File: config.mk
export PLATFORM = sky130hd
export DESIGN_NAME = mul_seq
export DESIGN_NICKNAME = d
export VERILOG_FILES = /design/src/rtl/mul_seq_pkg.sv /design/src/rtl/mul_seq_multiplier.sv /design/src/rtl/mul_seq.sv
export SDC_FILE = /design/constraint.sdc
export NUM_CORES = 2
export LEC_CHECK = 0
export BUFFER_PORTS_ARGS = -buffer_cell sky130_fd_sc_hd__buf_4
export CORE_ASPECT_RATIO = 1.4
export CORE_UTILIZATION = 50
export CTS_CLUSTER_SIZE = 20
export DETAILED_ROUTE_END_ITERATION = 12
export PLACE_DENSITY = 0.67
export REMOVE_ABC_BUFFERS = 1
export SYNTH_ARGS = -nofsm -noshare
export SYNTH_HDL_FRONTEND = slang
export SYNTH_SLANG_ARGS = --single-unit
File: constraint.sdc
create_clock -name clk -period 26 [get_ports clk]
set_clock_uncertainty 0.15 [all_clocks]
set_input_delay 3.9 -clock clk [delete_from_list [all_inputs] [get_ports clk]]
set_output_delay 3.9 -clock clk [all_outputs]
set_load 0.01 [all_outputs]
File: src/rtl/mul_seq_pkg.sv
// Package shared by the RV32M multiply sequencer and its decoder.
// Provides:
//   - OP_* localparams : 2-bit multiply-group op codes (funct3[1:0] style)
//   - state_e          : sequencer FSM encoding (also exported for debug)
//   - mag_of()         : two's-complement magnitude helper
package mul_seq_pkg;

  localparam logic [1:0] OP_MUL    = 2'b00;
  localparam logic [1:0] OP_MULH   = 2'b01;
  localparam logic [1:0] OP_MULHSU = 2'b10;
  localparam logic [1:0] OP_MULHU  = 2'b11;

  typedef enum logic [1:0] {
    ST_IDLE = 2'b00,
    ST_CALC = 2'b01,
    ST_FIX  = 2'b10,
    ST_DONE = 2'b11
  } state_e;

  // Magnitude of a 32-bit value when it is to be treated as negative.
  // 0x80000000 maps to itself, which is the correct unsigned magnitude.
  function automatic logic [31:0] mag_of(input logic [31:0] v, input logic neg);
    return neg ? (32'd0 - v) : v;
  endfunction

endpackage

File: src/rtl/mul_seq_multiplier.sv
// Shared combinational multiplier: 32x32 product, low 32 bits only.
// Ports:
//   a_i, b_i : 32-bit unsigned operands
//   p_o      : (a_i * b_i) mod 2^32
module multiplier (
  input  logic [31:0] a_i,
  input  logic [31:0] b_i,
  output logic [31:0] p_o
);

  assign p_o = a_i * b_i;

endmodule

File: src/rtl/mul_seq.sv
// Multi-cycle sequencer for MUL / MULH / MULHSU / MULHU.
// Drives one low-word multiplier; high-half products are assembled from four
// 16x16 partial products on operand magnitudes, then sign-corrected.
// Ports:
//   clk, rst_n            : clock, asynchronous active-low reset
//   flush                 : synchronous cancel of any in-flight operation
//   req_valid/req_ready   : request handshake; req_op/req_a/req_b payload
//   resp_valid/resp_ready : response handshake; resp_result payload
//   dbg_state             : current FSM state, for observation only
//
// Handshake rules: a transfer happens on a rising edge where valid & ready
// are both high. req_ready is high only in IDLE without flush. resp_valid is
// high only in DONE, and resp_result is stable while resp_valid is high and
// resp_ready is low. A request is accepted only after the previous response
// has been consumed (no overlap).
module mul_seq
  import mul_seq_pkg::*;
#(
  parameter bit MUL_FAST = 1'b1
) (
  input  logic        clk,
  input  logic        rst_n,
  input  logic        flush,
  input  logic        req_valid,
  output logic        req_ready,
  input  logic [1:0]  req_op,
  input  logic [31:0] req_a,
  input  logic [31:0] req_b,
  output logic        resp_valid,
  input  logic        resp_ready,
  output logic [31:0] resp_result,
  output state_e      dbg_state
);

  state_e      state_q, state_d;
  logic [1:0]  op_q, op_d;
  logic [31:0] ma_q, ma_d;
  logic [31:0] mb_q, mb_d;
  logic        neg_q, neg_d;
  logic [63:0] acc_q, acc_d;
  logic [1:0]  step_q, step_d;
  logic [31:0] result_q, result_d;

  logic [31:0] mult_a, mult_b, mult_p;
  logic        sa, sb;
  logic        fast_path;
  logic [63:0] final_val;
  logic [63:0] pp_shifted;

  multiplier u_mult (
    .a_i (mult_a),
    .b_i (mult_b),
    .p_o (mult_p)
  );

  // Request-side sign decode; only meaningful at acceptance.
  assign sa = req_a[31] & ((req_op == OP_MULH) | (req_op == OP_MULHSU));
  assign sb = req_b[31] & (req_op == OP_MULH);

  // For MUL no operand is signed, so the latched magnitudes equal the raw
  // operands and can feed the full-width pass directly.
  assign fast_path = MUL_FAST && (op_q == OP_MUL);

  assign final_val = neg_q ? (64'd0 - acc_q) : acc_q;

  assign req_ready   = (state_q == ST_IDLE) & ~flush;
  assign resp_valid  = (state_q == ST_DONE);
  assign resp_result = result_q;
  assign dbg_state   = state_q;

  // Multiplier operands: zero outside CALC so the array does not toggle.
  always_comb begin
    mult_a = 32'd0;
    mult_b = 32'd0;
    if (state_q == ST_CALC) begin
      if (fast_path) begin
        mult_a = ma_q;
        mult_b = mb_q;
      end else begin
        case (step_q)
          2'd0: begin mult_a = {16'd0, ma_q[15:0]};  mult_b = {16'd0, mb_q[15:0]};  end
          2'd1: begin mult_a = {16'd0, ma_q[15:0]};  mult_b = {16'd0, mb_q[31:16]}; end
          2'd2: begin mult_a = {16'd0, ma_q[31:16]}; mult_b = {16'd0, mb_q[15:0]};  end
          default: begin mult_a = {16'd0, ma_q[31:16]}; mult_b = {16'd0, mb_q[31:16]}; end
        endcase
      end
    end
  end

  // Partial product aligned to its weight for the current step.
  always_comb begin
    pp_shifted = 64'd0;
    case (step_q)
      2'd0:    pp_shifted = {32'd0, mult_p};
      2'd1,
      2'd2:    pp_shifted = {16'd0, mult_p, 16'd0};
      default: pp_shifted = {mult_p, 32'd0};
    endcase
  end

  always_comb begin
    state_d  = state_q;
    op_d     = op_q;
    ma_d     = ma_q;
    mb_d     = mb_q;
    neg_d    = neg_q;
    acc_d    = acc_q;
    step_d   = step_q;
    result_d = result_q;

    case (state_q)
      ST_IDLE: begin
        if (req_valid && req_ready) begin
          op_d    = req_op;
          ma_d    = mag_of(req_a, sa);
          mb_d    = mag_of(req_b, sb);
          neg_d   = sa ^ sb;
          acc_d   = 64'd0;
          step_d  = 2'd0;
          state_d = ST_CALC;
        end
      end

      ST_CALC: begin
        if (fast_path) begin
          result_d = mult_p;
          state_d  = ST_DONE;
        end else begin
          // Magnitudes are < 2^32 each, so the 64-bit sum never overflows.
          acc_d  = acc_q + pp_shifted;
          step_d = step_q + 2'd1;
          if (step_q == 2'd3) begin
            state_d = ST_FIX;
          end
        end
      end

      ST_FIX: begin
        result_d = (op_q == OP_MUL) ? final_val[31:0] : final_val[63:32];
        state_d  = ST_DONE;
      end

      ST_DONE: begin
        if (resp_ready) begin
          state_d = ST_IDLE;
        end
      end

      default: state_d = ST_IDLE;
    endcase

    // Flush wins over everything; a response handshaking this cycle is
    // treated as consumed since DONE->IDLE is the same move.
    if (flush) begin
      state_d = ST_IDLE;
    end
  end

  always_ff @(posedge clk or negedge rst_n) begin
    if (!rst_n) begin
      state_q  <= ST_IDLE;
      op_q     <= OP_MUL;
      ma_q     <= 32'd0;
      mb_q     <= 32'd0;
      neg_q    <= 1'b0;
      acc_q    <= 64'd0;
      step_q   <= 2'd0;
      result_q <= 32'd0;
    end else begin
      state_q  <= state_d;
      op_q     <= op_d;
      ma_q     <= ma_d;
      mb_q     <= mb_d;
      neg_q    <= neg_d;
      acc_q    <= acc_d;
      step_q   <= step_d;
      result_q <= result_d;
    end
  end

endmodule

After elaboration in Yosys (flattened, before gate mapping)
Index checks and enable logic that the tools add are counted.
{ "word_totals": {"reg_bits": 167, "latchBits": 0, "mem_bits_rw": 0, "mem_bits_ro": 0, "out_inout_bits": 36, "wordCells": 72, "mem_count": 0} }
{ "classes": {"n_addsub": 5, "n_mul": 1, "div_mod_pow": 0, "n_lt_le_gt_ge": 0, "eq_ne": 14, "shift": 0, "muxes": 25, "bitwise": 6, "n_reduce_logical": 13} }
{ "op_table": {"columns": ["operator", "count"], "rows": [
  ["32-bit two-way mux", 8],
  ["64-bit one-hot mux with 2 select lines", 2],
  ["64-bit two-way mux", 3],
  ["64-bit adder", 1],
  ["32-bit one-hot mux with 2 select lines", 1],
  ["1-bit by 32-bit subtractor with 32-bit output, first input constant", 2],
  ["1-bit by 64-bit subtractor with 64-bit output, first input constant", 1],
  ["32-bit by 32-bit multiplier with 32-bit output", 1],
  ["16-bit two-way mux", 2],
  ["2-bit two-way mux", 7],
  ["2-bit equality test, second input constant", 5],
  ["2-bit one-hot mux with 4 select lines", 1],
  ["2-bit by 1-bit equality test with 1-bit output, second input constant", 3],
  ["2-bit zero test", 3],
  ["3-bit by 2-bit != test with 1-bit output, second input constant", 2],
  ["3-bit AND reduction", 2],
  ["2-bit OR reduction", 3],
  ["2-bit != test, second input constant", 2],
  ["4-bit by 3-bit != test with 1-bit output, second input constant", 1],
  ["2-bit one-hot mux with 2 select lines", 1],
  ["2-bit AND reduction", 2],
  ["2-bit nonzero test", 2],
  ["1-bit bitwise AND", 3],
  ["2-bit by 1-bit adder with 2-bit output, second input constant", 1],
  ["5 further kinds", 5]
]} }

Logic depth before layout (Yosys ltp)
{ "logic_depth": {"depth_word": 10, "ltp_mapped": 52, "mapped_depth_nobuf": 47} }

Cells and area by module
From an unflattened synthesis, not the netlist that was laid out.
{ "unflattened": {"cells_unflattened": 3592, "hier_area_um2": 30163.9} }
{ "by_module_without_submodules": {"columns": ["mod", "n_inst", "cells_each", "area_per_inst_um2", "seq_area_each_um2"], "rows": [
  ["multiplier", 1, 1712, 15812.7, 0.0],
  ["mul_seq", 1, 1880, 14351.3, 4179.0]
]} }

Worst setup path before layout
OpenSTA, ideal clock, no wires.
{ "synth_timing": {"kind": "reg-to-reg", "startpoint": "register state_q[1] (netlist: dbg_state[1])", "endpoint": "register acc_q[62]", "setup_time_ns": 0.143, "t_arrival_ns": 11.160, "required_time_ns": 25.707, "slack_ns": 14.547, "stages_incl_launch_ff": 46, "path_buffers": 9, "period_less_slack_ns": 11.453, "path_cell_list": "dfrtp_1 inv_1 ha_1 buf_2 buf_2 buf_2 buf_2 clkbuf_1 clkbuf_1 clkbuf_1 buf_1 nand4_1 fa_1 inv_1 fa_1 inv_1 fa_1 inv_1 (+10 left out) xnor2_1 xnor3_1 xnor2_1 xnor3_1 xnor2_1 o22ai_1 ha_1 clkbuf_1 a21o_1 a31o_2 a21oi_1 o21ai_0 a31oi_1 nor3_1 o41ai_2 o21ai_0 mux2i_1 o211ai_1"} }
{ "synth_between": {"elab_chain_len": 7, "word_cells_on_any_way": 15} }
{ "synth_lines": {"columns": ["item", "line_no", "source"], "rows": [
  ["from (decl)", "mul_seq.sv:35", "state_e state_q, state_d;"],
  ["from (signal assigned)", "mul_seq.sv:170", "state_q <= state_d;"],
  ["2-bit by 1-bit equality test with 1-bit output", "mul_seq.sv:75, mul_seq.sv:111", null],
  ["32-bit two-way mux", "mul_seq.sv:75", "if (state_q == ST_CALC) begin"],
  ["32-bit by 32-bit multiplier with 32-bit output", "mul_seq_multiplier.sv:11", "assign p_o = a_i * b_i;"],
  ["64-bit one-hot mux with 2 select lines", "mul_seq.sv:93", "case (step_q)"],
  ["64-bit adder", "mul_seq.sv:130", "acc_d = acc_q + pp_shifted;"],
  ["64-bit two-way mux", "mul_seq.sv:125", "if (fast_path) begin"],
  ["64-bit one-hot mux with 2 select lines", "mul_seq.sv:111", "case (state_q)"],
  ["to (signal assigned)", "mul_seq.sv:166", "acc_q <= 64'd0;"],
  ["to (signal assigned)", "mul_seq.sv:175", "acc_q <= acc_d;"],
  ["to (decl)", "mul_seq.sv:40", "logic [63:0] acc_q, acc_d;"]
]} }
Parallel ways exist; a longest one is shown, timed or not. The select of a mux whose other input is x is not followed.
A chain may end at the register's enable or synchronous reset.

Worst setup path after layout
{ "layout_timing": {"startpoint": "register step_q[0]", "endpoint": "register acc_q[62]"} }
{ "layout_between": {"elab_chain_len": 10, "word_cells_on_any_way": 17} }
{ "layout_lines": {"columns": ["item", "line_no", "source"], "rows": [
  ["from (decl)", "mul_seq.sv:41", "logic [1:0] step_q, step_d;"],
  ["from (signal assigned)", "mul_seq.sv:176", "step_q <= step_d;"],
  ["2-bit by 1-bit equality test with 1-bit output, or another cell as far along", "mul_seq.sv:80, mul_seq.sv:93", null],
  ["2-bit OR reduction (no line)", null, null],
  ["16-bit two-way mux", "mul_seq.sv:80", "case (step_q)"],
  ["32-bit two-way mux", "mul_seq.sv:76", "if (fast_path) begin"],
  ["32-bit two-way mux", "mul_seq.sv:75", null],
  ["32-bit by 32-bit multiplier with 32-bit output", "mul_seq_multiplier.sv:11", null],
  ["64-bit one-hot mux with 2 select lines *", "mul_seq.sv:93", null],
  ["64-bit adder *", "mul_seq.sv:130", null],
  ["64-bit two-way mux *", "mul_seq.sv:125", null],
  ["64-bit one-hot mux with 2 select lines *", "mul_seq.sv:111", null]
]} }
Mark *: on every way between the ends. The rest lies on a longest branch, timed or not. The select of a mux whose other input is x is not followed.

==> results.json <==
{
  "gp_congestion": 1.07,
  "clkTransAtPathRegs_ns": 0.08,
  "ys_warn_count": 0,
  "post-cts-setup-buffers": 0,
  "ys_ff_latch": 167,
  "slew_headroom": 0.0347,
  "cts.repair.resized": 0,
  "synth_fa_ha_area_frac": 0.362,
  "final_nets": 4269,
  "dp_hpwl_microns": 82300,
  "io_pins": 107,
  "cp_slowest_cell": "xnor2_1",
  "final_core_util": 0.541,
  "crit_path_end_kind": "flop",
  "h-tree-depth": 4,
  "pwr-share-clk": 0.082,
  "worst_slack_ns": 12.36,
  "dr.pass1.iters": 8,
  "synth.avg_cell_area_sq_um": 8.20,
  "hold_path.class": "reg2reg",
  "seq_power_share": 0.162,
  "crit_required_ns": 26.19,
  "drt-initial-drc-count": 2123,
  "synth_compound_area_frac": 0.138,
  "synth-edff-count": 0,
  "fin_crit_ns": 13.64,
  "status": "finished clean",
  "synthCells": 3604,
  "ys_types": 76,
  "finalSetupTns_ns": 0,
  "drv_cap": 0,
  "drv_slew": 0,
  "final_common_cell": "nor2_1",
  "setup_viol_count_final": 0,
  "cts_made_buffers": 17,
  "switching_share": 0.607,
  "clock-sinks": 167,
  "reg2regPathDepth": 39,
  "cts_tree": "done",
  "worst-setup-path-type": "reg2reg",
  "grt_overflow": 0,
  "async_reset_ff_frac": 1.00,
  "post-route-period-util": 0.525,
  "synth-main-ff-cell": "dfrtp_1",
  "dieArea_sq_mm": 0.0601,
  "final_cell_mix": "nor2_1 (450), inv_1 (428), nand2_1 (417)",
  "grt_start_max_net_pins": 135,
  "antennaDiodeCount": 0,
  "core_area_sq_mm": 0.0585,
  "crit_top_cell": "fa_1",
  "cp-start-kind": "flop",
  "vias": 26100,
  "drc": 0,
  "synth_xor_area_frac": 0.0798,
  "syn2layout_area_growth_pct": 7.03,
  "die_width_microns": 207,
  "hp-start": "resp_result[1]$_DFFE_PN0P_",
  "synth_top_family_by_area": "adder cells",
  "hold_viol_final": 0,
  "startpoint": "step_q[0]$_DFFE_PN0P_",
  "p_leak_uw": 0.0147,
  "num_rows": 105,
  "synth_area_sq_mm": 0.0295,
  "tightest_slew_ns": 1.44,
  "viasPerCell": 6.00,
  "r2r_start": "step_q[0]$_DFFE_PN0P_",
  "p_int_uw": 1250,
  "clock_path_buffers": 2,
  "portBuffers": 106,
  "finalPower_uw": 3180,
  "fmax_ghz": 0.0733,
  "synth-simple-area-share": 0.185,
  "layout-drive-gt1-share": 0.0680,
  "path_max_fanout": 23,
  "ctsHoldBuffers": 0,
  "p_per_area_mw_per_mm2": 101,
  "wl_microns": 104000,
  "pre_cts_slack_ns": 12.64,
  "die_y_microns": 290,
  "insertion_delay_ns": 0.49,
  "ant_nets": 0,
  "switchingPower_uw": 1930,
  "worstHoldPathCells": 2,
  "first_global_vias": 27000,
  "grt_usage": 0.354,
  "synth_mux_area_frac": 0.0133,
  "antenna_found_initial": 0,
  "rsz0062_at_grt": "false",
  "cpPeakStageDelay_ns": 1.00,
  "grt_pass1_wl_microns": 159000,
  "ys_seq_area_frac": 0.141,
  "cts-root-buf": "clkbuf_16",
  "start_util": 0.505,
  "arrival_ns": 13.84,
  "wl_per_cell_microns": 24.0,
  "peakVddDrop_mv": 0.160,
  "comb_power_share": 0.756
}
## path summary, 6_finish.rpt
check,to,slack (ns)
worst max-delay path,acc_q[62]$_DFFE_PN0P_,12.36
worst min-delay path,resp_result[1]$_DFFE_PN0P_,0.34
worst max register to register,acc_q[62]$_DFFE_PN0P_,12.36
worst min register to register,resp_result[1]$_DFFE_PN0P_,0.34
max in group asynchronous,acc_q[4]$_DFFE_PN0P_,21.15
min in group asynchronous,mb_q[19]$_DFFE_PN0P_,3.20
## per-layer routing
layer,vias to the layer above,part of all wire,track usage
li1,11700,-,-
met4,0,0.085,0.271
met2,1209,0.50,0.624
met5,-,0,0
met3,392,0.068,0.0550
met1,12800,0.35,0.387
## cell type report
class / instances / area (sq um)
repair buffers: 167 / 1260
multi-input cells: 2808 / 23100
flip-flops and latches: 167 / 4180
clock buffers: 18 / 429
fillers: 5588 / 26800
well taps: 749 / 937
inverters: 428 / 1610
clock inverters: 14 / 139
## worst max-delay path: cells and delay by family (launching register included)
kind / cells / cell delay (ns)
compound gates: 15 / 4.25
xor+xnor: 1 / 1.00
mux: 2 / 0.67
buf+inv: 3 / 0.19
simple gates: 7 / 2.08
flops: 1 / 0.43
fa+ha+maj: 11 / 4.70
## metrics by stage
step / area, sq um / hold slack [ns] / instances
floorplan: 28800 / 0.292 / 3403
global placement: 31000 / 0.316 / 4319
detailed placement: 31000 / 0.321 / 4319
CTS: 31600 / 0.337 / 4351
global route: 31600 / 0.358 / 4351
finish: 31600 / 0.336 / 4351
## power groups by stage
| stage | registers [uW] | clock network (uW) | logic (uW) |
|---|---|---|---|
| after floorplan | 453 | 0 | 1430 |
| after global placement | 513 | 0 | 2300 |
| after detailed placement | 515 | 0 | 2310 |
| after CTS | 510 | 263 | 2330 |
| after global routing | 523 | 271 | 2550 |
| final | 516 | 261 | 2400 |
## Yosys cell counts (all sizes together), types with 16 or more instances
cell | n | area, sq um
clkbuf | 174 | 653
nand4 | 42 | 263
or3 | 22 | 153
o21bai | 20 | 150
a21o | 50 | 375
nor2b | 25 | 156
nor2 | 453 | 1710
ha | 200 | 2500
o41ai | 16 | 155
mux2i | 36 | 360
nand2b | 48 | 315
buf | 27 | 121
and3 | 20 | 125
nor3 | 32 | 160
o21ai | 275 | 1380
dfrtp | 167 | 4180
a31oi | 19 | 119
o31ai | 34 | 269
fa | 409 | 8190
nand2 | 419 | 1570
and2 | 22 | 138
a21oi | 161 | 806
xnor2 | 146 | 1280
nand3 | 87 | 435
xor2 | 100 | 876
inv | 428 | 1610
## state kept, by name (all words and copies together) (netlist names)
| signal | count |
|---|---|
| dbg_state | 2 |
| op_q | 2 |
| mb_q | 32 |
| resp_result | 32 |
| neg_q | 1 |
| step_q | 2 |
| acc_q | 64 |
| ma_q | 32 |
## logic make-up (layout without fill, tap and decap cells)
kind of cell,count (synthesis),count (layout)
and+or+nand+nor,1228,1228
AOI/OAI and AO/OA,677,677
buffers and inverters,629,627
adders and majority gates,609,609
xor gates and xnor gates,255,255
DFF,167,167
muxes,39,39
(Power assumes the default switching activity.)
